## config.mk

```make
export PLATFORM = sky130hd
export DESIGN_NAME = toggle_monitor
export DESIGN_NICKNAME = d
export VERILOG_FILES = /design/src/rtl/toggle_monitor_pkg.sv /design/src/rtl/toggle_monitor_edge_sync.sv /design/src/rtl/toggle_monitor.sv
export SDC_FILE = /design/constraint.sdc
export NUM_CORES = 1
export LEC_CHECK = 0
export BUFFER_PORTS_ARGS = -buffer_cell sky130_fd_sc_hd__clkbuf_2
export CAP_MARGIN = 10
export CORE_ASPECT_RATIO = 0.6
export CORE_MARGIN = 10
export CORE_UTILIZATION = 59
export CTS_CLUSTER_DIAMETER = 200
export DETAILED_ROUTE_END_ITERATION = 7
export PLACE_DENSITY = 0.8
export SYNTH_ARGS = -nofsm -noshare
export SYNTH_HDL_FRONTEND = slang
export SYNTH_SLANG_ARGS = --single-unit
```

## constraint.sdc

```tcl
create_clock -name iClk -period 3.48 [get_ports iClk]
set_input_delay 0.696 -clock iClk [delete_from_list [all_inputs] [get_ports iClk]]
set_output_delay 0.696 -clock iClk [all_outputs]
set_load 0.02 [all_outputs]
```

## src/rtl/toggle_monitor_pkg.sv

```systemverilog
// Shared definitions for the toggle link receiver: FSM encodings, width helper, defaults.
package toggle_monitor_pkg;

    // Expected half-period for a 1 Hz toggle on a 25 MHz fabric clock
    localparam int unsigned DEFAULT_CLK_FREQ = 25_000_000;

    // Measurement FSM encodings
    localparam logic [1:0] ST_IDLE    = 2'd0;
    localparam logic [1:0] ST_MEASURE = 2'd1;
    localparam logic [1:0] ST_TIMEOUT = 2'd2;

    // Ceiling log2; returns at least 1 so derived widths are never zero
    function automatic int unsigned clog2_f(input longint unsigned value);
        int unsigned     bits;
        longint unsigned rem;
        bits = 0;
        rem  = (value > 0) ? value - 1 : 0;
        while (rem > 0) begin
            bits = bits + 1;
            rem  = rem >> 1;
        end
        return (bits == 0) ? 1 : bits;
    endfunction

endpackage

```

## src/rtl/toggle_monitor_edge_sync.sv

```systemverilog
// Synchronises the asynchronous toggle level and produces a registered edge pulse.
// Ports:
//   iClk, iRst  clock, synchronous active-high reset
//   toggle_i    asynchronous toggling level
//   level_o     synchronised level (2-cycle latency)
//   edge_o      1-cycle pulse per level change, suppressed while the arm counter fills
module toggle_monitor_edge_sync
    import toggle_monitor_pkg::*;
(
    input  logic iClk,
    input  logic iRst,
    input  logic toggle_i,
    output logic level_o,
    output logic edge_o
);

    localparam logic [1:0] ARM_DONE = 2'd3;

    logic       sync1_q;
    logic       sync2_q;
    logic       prev_q;
    logic [1:0] arm_q;
    logic [1:0] arm_d;
    logic       edge_q;
    logic       edge_d;

    // Arm gate hides the 0->1 step seen when the pin is already high at reset release
    always_comb begin
        arm_d  = (arm_q == ARM_DONE) ? arm_q : arm_q + 2'd1;
        edge_d = (arm_q == ARM_DONE) && (sync2_q ^ prev_q);
    end

    always_ff @(posedge iClk) begin
        if (iRst) begin
            sync1_q <= 1'b0;
            sync2_q <= 1'b0;
            prev_q  <= 1'b0;
            arm_q   <= 2'd0;
            edge_q  <= 1'b0;
        end else begin
            sync1_q <= toggle_i;
            sync2_q <= sync1_q;
            prev_q  <= sync2_q;
            arm_q   <= arm_d;
            edge_q  <= edge_d;
        end
    end

    assign level_o = sync2_q;
    assign edge_o  = edge_q;

endmodule

```

## src/rtl/toggle_monitor.sv

```systemverilog
// Receive end of the 1 Hz toggle link: measures the half-period between edges,
// reports lock when two consecutive periods match CLK_FREQ, and timeout when edges stop.
// Ports:
//   iClk, iRst    clock, synchronous active-high reset
//   iToggle       asynchronous toggling level
//   oLevel        synchronised level
//   oEdge         1-cycle pulse per accepted edge
//   oPeriod       last measured half-period in iClk cycles
//   oPeriodValid  1-cycle pulse when oPeriod updates
//   oLocked       two consecutive matching measurements
//   oTimeout      no edge within TIMEOUT_CYCLES
module toggle_monitor
    import toggle_monitor_pkg::*;
#(
    parameter  int unsigned CLK_FREQ       = DEFAULT_CLK_FREQ,
    parameter  int unsigned TOL_CYCLES     = 1024,
    parameter  int unsigned TIMEOUT_CYCLES = 2 * CLK_FREQ,
    localparam int unsigned CNT_W          = clog2_f(longint'(TIMEOUT_CYCLES) + 1)
) (
    input  logic             iClk,
    input  logic             iRst,
    input  logic             iToggle,
    output logic             oLevel,
    output logic             oEdge,
    output logic [CNT_W-1:0] oPeriod,
    output logic             oPeriodValid,
    output logic             oLocked,
    output logic             oTimeout
);

    localparam int unsigned      MATCH_LO_INT = (TOL_CYCLES > CLK_FREQ) ? 0 : CLK_FREQ - TOL_CYCLES;
    localparam logic [CNT_W:0]   MATCH_LO     = (CNT_W+1)'(MATCH_LO_INT);
    localparam logic [CNT_W:0]   MATCH_HI     = (CNT_W+1)'(CLK_FREQ + TOL_CYCLES);
    localparam logic [CNT_W-1:0] CNT_MAX      = CNT_W'(TIMEOUT_CYCLES);
    localparam logic [1:0]       LOCK_CNT     = 2'd2;

    logic             edge_c;
    logic             level_c;

    logic [1:0]       state_q,   state_d;
    logic [CNT_W-1:0] cnt_q,     cnt_d;
    logic [1:0]       match_q,   match_d;
    logic             edge_q,    edge_d;
    logic [CNT_W-1:0] period_q,  period_d;
    logic             valid_q,   valid_d;
    logic             locked_q,  locked_d;
    logic             timeout_q, timeout_d;

    logic [CNT_W-1:0] period_c;
    logic             match_c;

    toggle_monitor_edge_sync u_edge_sync (
        .iClk     (iClk),
        .iRst     (iRst),
        .toggle_i (iToggle),
        .level_o  (level_c),
        .edge_o   (edge_c)
    );

    // Period ending at this cycle; cnt_q never exceeds CNT_MAX so this cannot wrap
    assign period_c = cnt_q + CNT_W'(1);
    assign match_c  = ({1'b0, period_c} >= MATCH_LO) && ({1'b0, period_c} <= MATCH_HI);

    // Next-state and output logic
    always_comb begin
        state_d   = state_q;
        cnt_d     = cnt_q;
        match_d   = match_q;
        edge_d    = edge_c;
        period_d  = period_q;
        valid_d   = 1'b0;
        locked_d  = locked_q;
        timeout_d = timeout_q;

        case (state_q)
            ST_IDLE: begin
                if (edge_c) begin
                    // First edge only opens a measurement window
                    cnt_d   = '0;
                    state_d = ST_MEASURE;
                end else if (cnt_q == CNT_MAX) begin
                    state_d   = ST_TIMEOUT;
                    timeout_d = 1'b1;
                    match_d   = 2'd0;
                    locked_d  = 1'b0;
                end else begin
                    cnt_d = cnt_q + CNT_W'(1);
                end
            end

            ST_MEASURE: begin
                if (cnt_q == CNT_MAX) begin
                    // Period would exceed the limit: an edge here is too late to count
                    state_d   = ST_TIMEOUT;
                    timeout_d = 1'b1;
                    match_d   = 2'd0;
                    locked_d  = 1'b0;
                    if (edge_c) begin
                        cnt_d = '0;
                    end
                end else if (edge_c) begin
                    cnt_d    = '0;
                    period_d = period_c;
                    valid_d  = 1'b1;
                    if (match_c) begin
                        match_d = (match_q == LOCK_CNT) ? LOCK_CNT : match_q + 2'd1;
                    end else begin
                        match_d = 2'd0;
                    end
                    locked_d = (match_d == LOCK_CNT);
                end else begin
                    cnt_d = cnt_q + CNT_W'(1);
                end
            end

            ST_TIMEOUT: begin
                // Counter held; the next edge restarts measurement without a result
                if (edge_c) begin
                    cnt_d     = '0;
                    state_d   = ST_MEASURE;
                    timeout_d = 1'b0;
                end
            end

            default: begin
                state_d = ST_IDLE;
            end
        endcase
    end

    // State and output registers
    always_ff @(posedge iClk) begin
        if (iRst) begin
            state_q   <= ST_IDLE;
            cnt_q     <= '0;
            match_q   <= 2'd0;
            edge_q    <= 1'b0;
            period_q  <= '0;
            valid_q   <= 1'b0;
            locked_q  <= 1'b0;
            timeout_q <= 1'b0;
        end else begin
            state_q   <= state_d;
            cnt_q     <= cnt_d;
            match_q   <= match_d;
            edge_q    <= edge_d;
            period_q  <= period_d;
            valid_q   <= valid_d;
            locked_q  <= locked_d;
            timeout_q <= timeout_d;
        end
    end

    assign oLevel       = level_c;
    assign oEdge        = edge_q;
    assign oPeriod      = period_q;
    assign oPeriodValid = valid_q;
    assign oLocked      = locked_q;
    assign oTimeout     = timeout_q;

endmodule

```

* Word level (Yosys, flattened, before mapping)
Cells that the tools add are included.
Word-level totals: register bits after elaboration 66, word-level logic and storage cells 72, output and inout bits 31, bits of input ports 3
Cells by class: reduce and logical (&&, ||, !) cells 10, mux-type cells 30, bitwise operators 3, equality and inequality tests 11, add/sub/neg operators 3, $lt $le $gt $ge 2
Operators with widths (number):
- $mux 26 | 5
- $pmux 26 s3 | 1
- $add 26x1->26 const B | 1
- $eq 26x26->1 const B | 1
- $ge 26x25->1 const B | 1
- $le 26x25->1 const B | 1
- $mux 2 | 12
- $eq 2x2->1 const B | 4
- $mux 1 | 8
- $ne 3x2->1 const B | 2
- $pmux 2 s3 | 1
- $reduce_and 3->1 | 2
- $add 2x1->2 const B | 2
- $ne 2x2->1 const B | 2
- $pmux 2 s2 | 1
- $reduce_and 4->1 | 1
- $pmux 1 s3 | 1
- $reduce_bool 3->1 | 1
- $reduce_or 3->1 | 1
- $eq 2x1->1 const B | 1
- $logic_and 1x1->1 | 2
- $logic_not 2->1 | 1
- $ne 2x1->1 const B | 1
- $not 1->1 | 2
- other kinds (4) | 4

* Depth between registers and ports, before layout
word-level depth 11, gate-level depth with buffers 9, mapped depth without buffers 8

* Modules after synthesis
Synthesis repeated with hierarchy kept, for this count alone.
Unflattened totals: cells, all modules 455, area, all modules 3667.3 µm²
By module, submodules not included:
- toggle_monitor | cells an instance 439, area each 3465.8 µm², instances 1, sequential area each 1201.2 µm²
- toggle_monitor_edge_sync | cells an instance 16, area each 201.4 µm², instances 1, sequential area each 120.1 µm²

* Least setup slack after synthesis
Ideal clock, no wire load.
path kind register -> register, start register cnt_q[0], end register match_q[0], required time 3379 ps, stages on the path, launching flop included 9, buffers on the path 1, period minus slack after synthesis 2511 ps, slack 969 ps, library setup time 101 ps, arrival time 2410 ps, cells stage by stage dfxtp_1 -> ha_1 -> buf_2 -> nand3_1 -> nor4_2 -> nor3b_1 -> xor2_1 -> nand4_1 -> o41ai_1
On the way: longest elaborated chain between the ends 10, elaborated cells on any way between the ends 15, those cells by class add/sub: 1; order compare: 2; eq/ne: 3; mux: 7; reduce/logical: 2
RTL lines:
- start, declared | line toggle_monitor.sv:41 | logic [CNT_W-1:0] cnt_q, cnt_d;
- start signal, assigned | line toggle_monitor.sv:144 | cnt_q <= cnt_d;
- $add 26x1->26 | line toggle_monitor.sv:61 | assign period_c = cnt_q + CNT_W'(1);
- $ge 26x25->1 / $le 26x25->1 (equally long branches) | line toggle_monitor.sv:62 | assign match_c = ({1'b0, period_c} >= MATCH_LO) && ({1'b0, period_c} <= MATCH_HI);
- $logic_and 1x1->1 | line toggle_monitor.sv:62
- $mux 2 | line toggle_monitor.sv:105 | if (match_c) begin
- $mux 2 | line toggle_monitor.sv:101 | end else if (edge_c) begin
- $mux 2 | line toggle_monitor.sv:92 | if (cnt_q == CNT_MAX) begin
- $mux 2 | line toggle_monitor.sv:75 | case (state_q)
- $mux 2 | line toggle_monitor.sv:101
- $mux 2 | line toggle_monitor.sv:92
- $pmux 2 s2 | line toggle_monitor.sv:75
- end signal, assigned | line toggle_monitor.sv:145 | match_q <= match_d;
- end, declared | line toggle_monitor.sv:42 | logic [1:0] match_q, match_d;
Several ways; a longest one is shown, not always the timed one. The select of a mux whose other input is x is not followed. A chain may end at the register's enable or synchronous reset.

* Final worst setup path
start register cnt_q[0], end register match_q[1]
Same word-level chain as after synthesis.

==> summary.log <==
[power_and_ir_drop] Cell Int Power 0.00104 W
[placement] number of port buffers 33
[critical_path] endpoint class of the critical path register
[power_and_ir_drop] portion of total power attributed to the clock network 0.385
[clocking] quantity of hold-fixing buffers added after cts 0
[sta] RSZ-0062 raised after global routing no
[power_and_ir_drop] portion of total power attributed to sequential cells 0.571
[final_layout] post-layout utilization of the core 0.670
[sta] final critical path time including I/O delays and setup 3.11 ns
[grt] GRT met3 Usage 0.0671
[floorplan] x dimension of the die 119 um
[power_and_ir_drop] worst ir drop on vdd 0.000210 V
[critical_path] startpoint of the worst-slack reg-to-reg timing path cnt_q[0]$_SDFFE_PP0P_
[power_and_ir_drop] power density of the placed cells 362 mW/mm^2
[logic_synthesis] async set-reset flop share out of synthesis 0
[floorplan] number of rows in the core area 21
[sta] setup-violating endpoint count in the final report 0
[final_layout] area added between synthesis and finish 8.89%
[clocking] clock transition at the register clock pins on the worst setup and hold paths after CTS 0.07 ns
[critical_path] Worst Path Max Fanout 9
[logic_synthesis] Post-synth EDFFs 0
[clocking] later-pin clock latency in the skew report 0.34 ns
[logic_synthesis] total of flip-flops plus latches after synthesis 66
[clocking] TritonCTS clock tree built
[sta] Tightest Pin Transition 1.05 ns
[critical_path] required time of the worst setup path 3.71 ns
[logic_synthesis] sequential area share after synthesis 0.382
[floorplan] # IOs 34
[logic_synthesis] dominant register cell in the synthesized netlist dfxtp_1
[final_layout] layout net count 432
[sta] largest clock skew in the final design 0.00705 ns
[logic_synthesis] area of the mapped netlist 0.00346 sq mm
[logic_synthesis] most area-hungry cell type in the Yosys netlist dfxtp_1
[status] status finished, final reports clean
[placement] hpwl dp 6320 um
[power_and_ir_drop] Comb pwr share 0.045
[floorplan] starting density of the core 0.616
[grt] pin count of the biggest net entering global routing 67
[hold_path] startpoint of the worst hold path u_edge_sync.sync1_q$_SDFF_PP0_
[critical_path] Worst Reg2Reg Path Length in Cells 7
[final_layout] fraction of layout cells with a size suffix above 1 0.167
[critical_path] endpoint of the most critical register-to-register path match_q[1]$_SDFFE_PP0P_
[logic_synthesis] leading cell types by count after synthesis dfxtp_1 (66), nor2_1 (46), a211oi_1 (28)
[power_and_ir_drop] switching component of the power 0.000326 W
[drt] Pre-antenna DRT Iters 5
[logic_synthesis] most used standard cell by instance count after synthesis dfxtp_1
[logic_synthesis] fraction of post-synthesis cell area in the top cell type by area 0.382
[sta] final hold violation count 0
[grt] vias in the first global route 2820
[clocking] post-CTS setup-driven buffer insertion count 0
[logic_synthesis] synthesized netlist net count 414
[hold_path] classification of the worst-slack hold path reg -> reg
[drt] post-detailed-routing wire length 8890 um
[grt] wire length of the first global-routing pass 14500 um
[drt] vias 3127
[drt] first-iteration detailed-routing DRC count 399
[grt] met1 track utilization from global routing 0.259
[floorplan] die outline area 0.00943 sq mm
[critical_path] Startpoint Class register
[clocking] clock tree sinks 66
[drt] Routed Antenna Nets 0
[floorplan] core outline area 0.00562 sq mm
[clocking] CTS H-Tree Depth 3
[critical_path] worst reg-to-reg setup slack 0.37 ns
[sta] period utilization 0.895
[logic_synthesis] dominant cells by area after synthesis dfxtp_1 (38%), a211oi_1 (6.1%), nor2_1 (5.0%), xnor2_1 (4.0%), a21oi_1 (3.5%)
[logic_synthesis] Avg Cell Area, Syn 8.59 sq um
[hold_path] Hold Crit Endpoint u_edge_sync.level_o$_SDFF_PP0_
[drt] Post-route DRC 0
[grt] M2 GR Usage 0.267
[final_layout] Antenna diodes 0
[clocking] maximum buffer depth of the clock tree 2
[clocking] Gates resized, CTS repair 0
[run] number of max-cap violations 0
[critical_path] data arrival at the endpoint of the critical path 3.35 ns
[sta] maximum operating frequency 0.321 GHz
[sta] final slew viol count 0
[placement] instance count after placement with tap cells included 490
[grt] antenna violations before repair 0
[floorplan] floorplan die height 79.3 um
[sta] headroom to the max-slew limit 0.301
[logic_synthesis] gate count after technology mapping 403
[logic_synthesis] number of distinct standard cells referenced by the synthesized netlist 59
[drt] average detailed-routed wire length per instance 17.6 um
[critical_path] CP Class reg -> reg
[hold_path] Worst Hold Depth 1
[logic_synthesis] Ys Warns 0
[final_layout] filler-free cell count of the finished design 505
[power_and_ir_drop] Leakage Power 1.31 nW
[placement] global placer's final weighted congestion 0.932
[clocking] CTS buffer count 9
[grt] total congestion overflow 0
[drt] Via density 6.19
[grt] most used routing layer met2
[grt] Tot GR Track Use 0.187
[clocking] buffer cell driving the clock tree root clkbuf_8
[sta] Setup TNS 0 ns
[power_and_ir_drop] proportion of total power due to net switching 0.239
[state kept, by name (all words and copies together), names as in the netlist, 2 cells and up]
signal,cells
cnt_q,26
oPeriod,26
u_edge_sync.arm_q,2
state_q,2
match_q,2
[power groups by stage]
stage               registers (W)  clock network, W  logic (W)
finish                   0.000778          0.000524  0.0000611
global route             0.000779          0.000565  0.0000670
CTS                      0.000778          0.000526  0.0000605
detailed placement       0.000795                 0  0.0000599
global placement         0.000794                 0  0.0000578
floorplan                0.000791                 0  0.0000464
[logic make-up after synthesis]
group,synth area share
XOR/XNOR,0.0632
AND/OR/NAND/NOR,0.232
buffers and inverters,0.0632
flip-flops,0.382
multiplexers,0.0231
AO/OA/AOI/OAI,0.208
adder cells (fa/ha/maj),0.0289
[cell type report]
class	count	area (sq um)
Multi-Input combinational cell	290	1930
Clock buffer	11	131
Fill cell	503	1850
Tap cell	80	100
Sequential cell	66	1320
Clock inverter	4	20.0
Timing Repair Buffer	38	203
Inverter	16	60.1
[cell usage in the layout, fill, tap and decap left out, types with 10 or more instances in the layout]
cell type,synthesis,routed
nor3b_1,10,10
nor2_1,46,45
nand2_1,26,26
xnor2_1,16,16
a211oi_1,28,27
clkbuf_2,1,33
a21oi_1,24,24
inv_1,16,16
dfxtp_1,66,66
[worst max-delay path by stage]
stage | startpoint | to | slack (ns) | depth (start not counted)
CTS | cnt_q[1]$_SDFFE_PP0P_ | match_q[1]$_SDFFE_PP0P_ | 0.42 | 7
global route | cnt_q[0]$_SDFFE_PP0P_ | match_q[1]$_SDFFE_PP0P_ | 0.02 | 7
global placement | cnt_q[0]$_SDFFE_PP0P_ | match_q[1]$_SDFFE_PP0P_ | 0.67 | 7
finish | cnt_q[0]$_SDFFE_PP0P_ | match_q[1]$_SDFFE_PP0P_ | 0.37 | 7
floorplan | cnt_q[0]$_SDFFE_PP0P_ | match_q[0]$_SDFFE_PP0P_ | 0.97 | 8
detailed placement | cnt_q[0]$_SDFFE_PP0P_ | match_q[1]$_SDFFE_PP0P_ | 0.41 | 7
[through the flow]
step                      area (sq um)  hold WS, ns  power (W)  worst slack [ns]
final                             3770        0.469    0.00136             0.367
after global placement            3620        0.417   0.000851             0.671
after CTS                         3770        0.473    0.00136             0.416
after detailed placement          3620        0.456   0.000855             0.414
after floorplan                   3460        0.414   0.000837             0.969
after global routing              3770        0.481    0.00141            0.0195
[per-layer routing]
layer  wire, um  share of wire
met3        795          0.089
met2       3710           0.42
met4        104          0.012
met5          0              0
met1       4280           0.48
[critical path, stage by stage, from the launching register on]
cell	delay (ns)
dfxtp_1	0.47
ha_1	0.36
nand3_1	0.28
nor4_2	0.61
nor3b_1	0.45
xor2_1	0.26
nand4_1	0.20
o41ai_1	0.38
Note: power is estimated with default switching activity, not from simulation.
